<file path="src/rtl/hold_value_serializer_if.sv">
// Handshake/bus bundle for hold_value_serializer.
// master: upstream/downstream side (drives load, parallel data, ready).
// slave : the serializer (drives idle, valid, element, index, last, done).
interface hold_value_serializer_if #(
   parameter int unsigned WIDTH = 8,
   parameter int unsigned SIZE  = 25
);
   localparam int unsigned IW = (SIZE > 1) ? $clog2(SIZE) : 1;

   logic             i_load;
   logic [WIDTH-1:0] i_din [SIZE];
   logic             o_idle;
   logic             o_valid;
   logic             i_ready;
   logic [WIDTH-1:0] o_dout;
   logic [IW-1:0]    o_index;
   logic             o_last;
   logic             o_done;

   modport master (
      output i_load, i_din, i_ready,
      input  o_idle, o_valid, o_dout, o_index, o_last, o_done
   );

   modport slave (
      input  i_load, i_din, i_ready,
      output o_idle, o_valid, o_dout, o_index, o_last, o_done
   );
endinterface

</file>
<file path="src/rtl/hold_value_serializer.sv">
// Captures a parallel array of SIZE elements in one cycle, then streams the
// elements out in index order with valid/ready backpressure.
// Ports:
//   i_clk      clock, rising edge
//   i_rst      synchronous active-high reset
//   bus.i_load capture request, honoured only while idle
//   bus.i_din  parallel array to capture
//   bus.i_ready downstream accepts the current element
//   bus.o_idle / o_valid / o_dout / o_index / o_last  stream outputs
//   bus.o_done one-cycle pulse after the final element transfers
module hold_value_serializer #(
   parameter int unsigned WIDTH = 8,
   parameter int unsigned SIZE  = 25
) (
   input logic                   i_clk,
   input logic                   i_rst,
   hold_value_serializer_if.slave bus
);
   localparam int unsigned IW = (SIZE > 1) ? $clog2(SIZE) : 1;

   typedef enum logic {
      ST_IDLE,
      ST_STREAM
   } state_e;

   state_e           state_q, state_d;
   logic [IW-1:0]    cnt_q, cnt_d;
   logic             done_q, done_d;
   logic             load_en;
   logic             is_last;
   logic [WIDTH-1:0] snap_q [SIZE];

   assign is_last = (cnt_q == IW'(SIZE - 1));

   // State, counter and done-pulse registers
   always_ff @(posedge i_clk) begin
      if (i_rst) begin
         state_q <= ST_IDLE;
         cnt_q   <= '0;
         done_q  <= 1'b0;
      end else begin
         state_q <= state_d;
         cnt_q   <= cnt_d;
         done_q  <= done_d;
      end
   end

   // Snapshot registers; written only on an accepted load
   always_ff @(posedge i_clk) begin
      if (i_rst) begin
         for (int i = 0; i < int'(SIZE); i++) snap_q[i] <= '0;
      end else if (load_en) begin
         for (int i = 0; i < int'(SIZE); i++) snap_q[i] <= bus.i_din[i];
      end
   end

   // Next-state logic
   always_comb begin
      state_d = state_q;
      cnt_d   = cnt_q;
      done_d  = 1'b0;
      load_en = 1'b0;
      unique case (state_q)
         ST_IDLE: begin
            if (bus.i_load) begin
               load_en = 1'b1;
               cnt_d   = '0;
               state_d = ST_STREAM;
            end
         end
         ST_STREAM: begin
            // Load requests are ignored here, including on the last transfer
            if (bus.i_ready) begin
               if (is_last) begin
                  state_d = ST_IDLE;
                  cnt_d   = '0;
                  done_d  = 1'b1;
               end else begin
                  cnt_d = cnt_q + IW'(1);
               end
            end
         end
         default: state_d = ST_IDLE;
      endcase
   end

   // Outputs, decoded from registered state only
   always_comb begin
      bus.o_idle  = 1'b1;
      bus.o_valid = 1'b0;
      bus.o_last  = 1'b0;
      bus.o_index = cnt_q;
      bus.o_done  = done_q;
      bus.o_dout  = '0;
      // Explicit mux keeps the select in range for any SIZE
      for (int i = 0; i < int'(SIZE); i++) begin
         if (cnt_q == IW'(i)) bus.o_dout = snap_q[i];
      end
      if (state_q == ST_STREAM) begin
         bus.o_idle  = 1'b0;
         bus.o_valid = 1'b1;
         bus.o_last  = is_last;
      end
   end
endmodule

</file>
<file path="src/flat_wrapper.sv">
// flat-port wrapper written by rule: the top's interface ports become plain ports
module hold_value_serializer_flat 
#(
   parameter int unsigned WIDTH = 8,
   parameter int unsigned SIZE  = 25
)
  (i_clk, i_rst, bus_i_load, bus_i_din, bus_i_ready, bus_o_idle, bus_o_valid, bus_o_dout, bus_o_index, bus_o_last, bus_o_done);
  hold_value_serializer_if #(.WIDTH(WIDTH), .SIZE(SIZE)) bus_i ();
  input logic i_clk;
  input logic i_rst;
  input wire logic [$bits(bus_i.i_load)-1:0] bus_i_load;
  input wire logic [$bits(bus_i.i_din)-1:0] bus_i_din;
  input wire logic [$bits(bus_i.i_ready)-1:0] bus_i_ready;
  output wire logic [$bits(bus_i.o_idle)-1:0] bus_o_idle;
  output wire logic [$bits(bus_i.o_valid)-1:0] bus_o_valid;
  output wire logic [$bits(bus_i.o_dout)-1:0] bus_o_dout;
  output wire logic [$bits(bus_i.o_index)-1:0] bus_o_index;
  output wire logic [$bits(bus_i.o_last)-1:0] bus_o_last;
  output wire logic [$bits(bus_i.o_done)-1:0] bus_o_done;
  assign bus_i.i_load = bus_i_load;
  assign bus_i.i_din = {>>{bus_i_din}};
  assign bus_i.i_ready = bus_i_ready;
  assign bus_o_idle = bus_i.o_idle;
  assign bus_o_valid = bus_i.o_valid;
  assign bus_o_dout = bus_i.o_dout;
  assign bus_o_index = bus_i.o_index;
  assign bus_o_last = bus_i.o_last;
  assign bus_o_done = bus_i.o_done;
  hold_value_serializer #(.WIDTH(WIDTH), .SIZE(SIZE)) u_core (.i_clk(i_clk), .i_rst(i_rst), .bus(bus_i));
endmodule
</file>
<file path="config.mk">
export PLATFORM = sky130hd
export DESIGN_NAME = hold_value_serializer_flat
export DESIGN_NICKNAME = d
export VERILOG_FILES = /design/src/rtl/hold_value_serializer_if.sv /design/src/rtl/hold_value_serializer.sv /design/src/flat_wrapper.sv
export SDC_FILE = /design/constraint.sdc
export NUM_CORES = 1
export LEC_CHECK = 0
export ABC_AREA = 1
export CAP_MARGIN = 20
export CORE_ASPECT_RATIO = 0.75
export CORE_MARGIN = 3
export CORE_UTILIZATION = 55
export DETAILED_ROUTE_END_ITERATION = 10
export HOLD_SLACK_MARGIN = 0.03
export MAX_ROUTING_LAYER = met4
export PLACE_DENSITY = 0.85
export SKIP_LAST_GASP = 1
export SYNTH_ARGS = -nofsm -noshare
export SYNTH_HDL_FRONTEND = slang
export SYNTH_SLANG_ARGS = --single-unit
</file>
<file path="constraint.sdc">
create_clock -name i_clk -period 15.2 [get_ports i_clk]
set_input_delay 2.28 -clock i_clk [delete_from_list [all_inputs] [get_ports i_clk]]
set_output_delay 2.28 -clock i_clk [all_outputs]
set_load 0.005 [all_outputs]
</file>
* Word-level counts from Yosys, hierarchy flattened *
Memories as Yosys holds them, arrays and structs flattened.
Index checks and enable logic that the tools add are counted.

cells by class
  reductions and logical operators = 3
  bitwise logic cells = 27
  $add $sub $neg = 1
  eq/ne operators = 26
  muxes and demuxes = 68

operators by type and width
  operator             count
  $mux 8               50
  $eq 5x5->1 const B   9
  $eq 5x4->1 const B   8
  $or 1x1->1           25
  $eq 5x3->1 const B   4
  $mux 5               3
  $mux 1               13
  $eq 5x2->1 const B   2
  $pmux 5 s2           1
  $add 5x1->5 const B  1
  $eq 5x1->1 const B   1
  $logic_not 5->1      1
  $ne 2x2->1 const B   2
  $reduce_or 3->1      1
  $not 1->1            2
  $pmux 1 s2           1
  $reduce_and 2->1     1

storage, ports and cells
  bits in registers = 7
  word-level logic and storage cells = 129
  memories = 1
  input port bits = 204
  output and inout port bits = 17
  bits in writable memories = 200

memories
  memory         depth  bits a word  rd ports  clocked after Yosys merged registers in  wr ports  RTL line                     source
  u_core.snap_q  25     8            25        0                                        25        hold_value_serializer.sv:31  logic [WIDTH-1:0] snap_q [SIZE];

* Longest topological paths before layout *
  depth in word-level cells = 26
  mapped depth = 32
  gate-level depth less buffers = 32

* Least setup slack after synthesis *
No wires, ideal clock.

  path kind = input port to flip-flop
  from = in i_rst
  to = mem u_core.snap_q[0][0], enable pin
  path slack = 7.836 ns
  arrival time = 5.773 ns
  library setup time = 1.591 ns
  stages = 3
  cell sequence = clkbuf_1 > inv_1 > nand2_1

RTL lines
  what         RTL line                     source
  from (decl)  flat_wrapper.sv:10           input logic i_rst;
  to (decl)    hold_value_serializer.sv:31

* Worst setup path in the final report *
  from = reg u_core.cnt_q[1], in the netlist u_core.bus.o_index[1]
  to = out bus_o_dout[1]

on the way
  longest elaborated chain between the ends = 26

ends and longest elaborated chain
  what                    RTL line                     source
  from (decl)             hold_value_serializer.sv:27  logic [IW-1:0] cnt_q, cnt_d;
  from (signal assigned)  hold_value_serializer.sv:43  cnt_q <= cnt_d;
  $logic_not 5->1         hold_value_serializer.sv:97  if (cnt_q == IW'(i)) bus.o_dout = snap_q[i];
  $mux 8 (24 in series)   hold_value_serializer.sv:97
  $mux 8 (*)              hold_value_serializer.sv:97
  to (decl)               flat_wrapper.sv:16           output wire logic [$bits(bus_i.o_dout)-1:0] bus_o_dout;

Every way passes the cells marked *; elsewhere a longest branch is shown, timed or not.

==> reports/results.ini <==
[floorplanning]
die_h_um=126
coreArea_um2=18600
initial_utilization=0.565
io_pins=221
die_area_um2=20800
num_rows=43
die_x_um=166

[cts]
post_cts.repair.setup_buffers=0
tritoncts=yes
clkSinkCount=207
cts_max_path_buffers=3
cts_repair_resize_count=0
ctsHoldBuffers=0
cts_root_buf=clkbuf_16
cts_buffers=20
htreeDepth=1
clk_pin_slew_ns=0.06
clk_latency_ns=0.49

[setup_path]
cp.required_ns=12.92
worst_r2r_startpoint=u_core.state_q
r2r_end=u_core.snap_q[0][11]
crit_slowest_cell=clkdlybuf4s50_1
start_kind=flop
r2r_cells=6
cp-end-kind=output port
max_stage_delay_ns=0.46
r2r_setup_slack_ns=12.72
cp_common_cell=nand2_1
cp.arrival_ns=4.34
path_max_fanout=13
critPathKind=flop to output port

[power]
vdd.ir_drop.worst_v=0.0000725
p_leak_uw=0.00642
power.density_nw_per_um2=97.2

[detailed_routing]
ant_nets=0
drc=0
dr.pass1.iters=5
routed_wirelength_um=25500
dr.first_iter.drc_count=867
wl_per_cell_um=14.8
detail_route.vias_per_cell=4.89
vias=8407

[sta]
hold_viol=0
post-route-min-period_ns=6.62
tns_ns=0
setup_viol=0
fin_skew_ns=0.00699
clock.fmax_mhz=151
rsz0062_at_grt=no
tightest_slew_ns=1.05
fin_ws_ns=8.58
slew_headroom=0.297
min_period_over_period=0.436
maxSlewViolCount=0

[placement]
gp_congestion=0.916
place_ws_ns=9.12
portBuffers=220
dp_hpwl_um=18300

[synth]
ys_seq_area_frac=0.584
synthCells=1249
ys_ff_latch=207
netlist_area_um2=10500
synth_area_per_cell_um2=8.42
synth_cell_type_count=36
yosys_warnings=0
syn_nets=1458

[grt]
grt_pass1_wl_um=40700
antenna_found_initial=0
grtUsageTotal=0.247
grt_max_degree=91
grt_overflow=0
grt_pass1_vias=8040

[min_path]
hp-class=flop to flop
hold_path_end=u_core.bus.o_index[1]
hold_path_startpoint=u_core.bus.o_index[1]
min_path_cells=2

[cells_and_area]
final_nets=1668
area_delta_synth_final_pct=28.8
drive_above_1_share=0.0625
num_antenna_cells=0

[outcome]
outcome=complete, no violations

[run]
drv_cap=0

[cell usage after synthesis, drive strengths merged]
master  number  area [um^2]
inv        304         1150
nand2      272         1050
nor2       241          936
edfxtp     200         6010
nand3       70          350
o21ai       47          235
or2         34          213
clkbuf      25         93.8
a21oi       13         68.8
buf         13         91.3
dfxtp        7          140
ha           5         62.6
clkinv       3         11.3
o211ai       3         27.5
o21bai       3         22.5
o221ai       3         26.3
nand4        2         12.5
a211oi       1         7.51
nand3b       1         7.51
nor3         1         5.00
o22ai        1         6.26
[layer usage]
layer  track usage  part of all wire  up-vias
met2         0.362              0.43      387
met4        0.0587             0.022        0
met3        0.0464             0.086       51
li1              -                 -     4210
met1         0.362              0.46     3759
met5             -                 0        -
[worst max path at each step]
stage / startpoint / end / slack (ns)
2_1_floorplan: i_rst / u_core.snap_q[0][0] / 7.84
3_3_place_gp: u_core.bus.o_index[1] / bus_o_dout[1] / 9.21
3_5_place_dp: u_core.bus.o_index[1] / bus_o_dout[5] / 9.12
4_1_cts: u_core.bus.o_index[1] / bus_o_dout[2] / 8.61
5_1_grt: u_core.bus.o_index[1] / bus_o_dout[2] / 8.14
6_report: u_core.bus.o_index[1] / bus_o_dout[1] / 8.58
[cells in the final DEF, fill, tap and decap left out, types with 2 or more instances in the layout]
| master | n |
|---|---|
| clkbuf_8 | 2 |
| inv_2 | 7 |
| clkinv_1 | 7 |
| nand2_4 | 3 |
| o211ai_1 | 2 |
| o221ai_1 | 3 |
| clkinv_2 | 2 |
| a21oi_1 | 12 |
| edfxtp_1 | 200 |
| o21bai_1 | 3 |
| nand2_2 | 7 |
| buf_4 | 5 |
| inv_4 | 2 |
| nor2_2 | 3 |
| o21ai_0 | 40 |
| clkdlybuf4s50_1 | 219 |
| nand2_1 | 262 |
| inv_1 | 295 |
| clkbuf_1 | 4 |
| nand4_1 | 2 |
| ha_1 | 5 |
| nand3_1 | 70 |
| or2_2 | 32 |
| nor2_1 | 236 |
| dfxtp_1 | 7 |
| o21ai_1 | 7 |
| clkbuf_16 | 21 |
[logic make-up after synthesis]
family                   synth area share
AND/OR/NAND/NOR                     0.244
buffers and inverters               0.128
flip-flops                          0.584
AO/OA/AOI/OAI                      0.0375
adder cells (fa/ha/maj)           0.00595
[worst max-delay path, delay by kind of cell, from the launching register on]
family | cells | cell delay, ns
AO/OA/AOI/OAI | 4 | 0.47
adder cells (fa/ha/maj) | 1 | 0.27
buffers and inverters | 2 | 0.64
flip-flops | 1 | 0.43
AND/OR/NAND/NOR | 20 | 2.04
[layout make-up]
type,instances,area [um^2]
well taps,247,309
multi-input cells,697,3040
clock inverters,8,62.6
flip-flops and latches,207,6150
clock buffers,27,568
fillers,1371,5070
repair buffers,226,2260
inverters,307,1160
[flip-flops by register name (all words and copies together) (netlist names)]
register and count:
u_core.bus.o_done 1, u_core.state_q 1, u_core.bus.o_index 5, u_core.snap_q 200
[where the power goes]
part           switching [uW]  internal [uW]
clock                     204            278
sequential               14.6            673
combinational            73.0           74.8
[stage by stage]
stage / area, um^2 / utilization / hold WS, ns / std cells / total power (uW)
2_1_floorplan: 10500 / - / 0.515 / 1249 / 763
3_3_place_gp: 12900 / 0.692 / 0.529 / 1683 / 841
3_5_place_dp: 12900 / 0.692 / 0.542 / 1683 / 844
4_1_cts: 13500 / 0.726 / 0.553 / 1718 / 1320
5_1_grt: 13500 / 0.728 / 0.590 / 1719 / 1360
6_report: 13500 / 0.728 / 0.560 / 1719 / 1320
(Power assumes the default switching activity.)
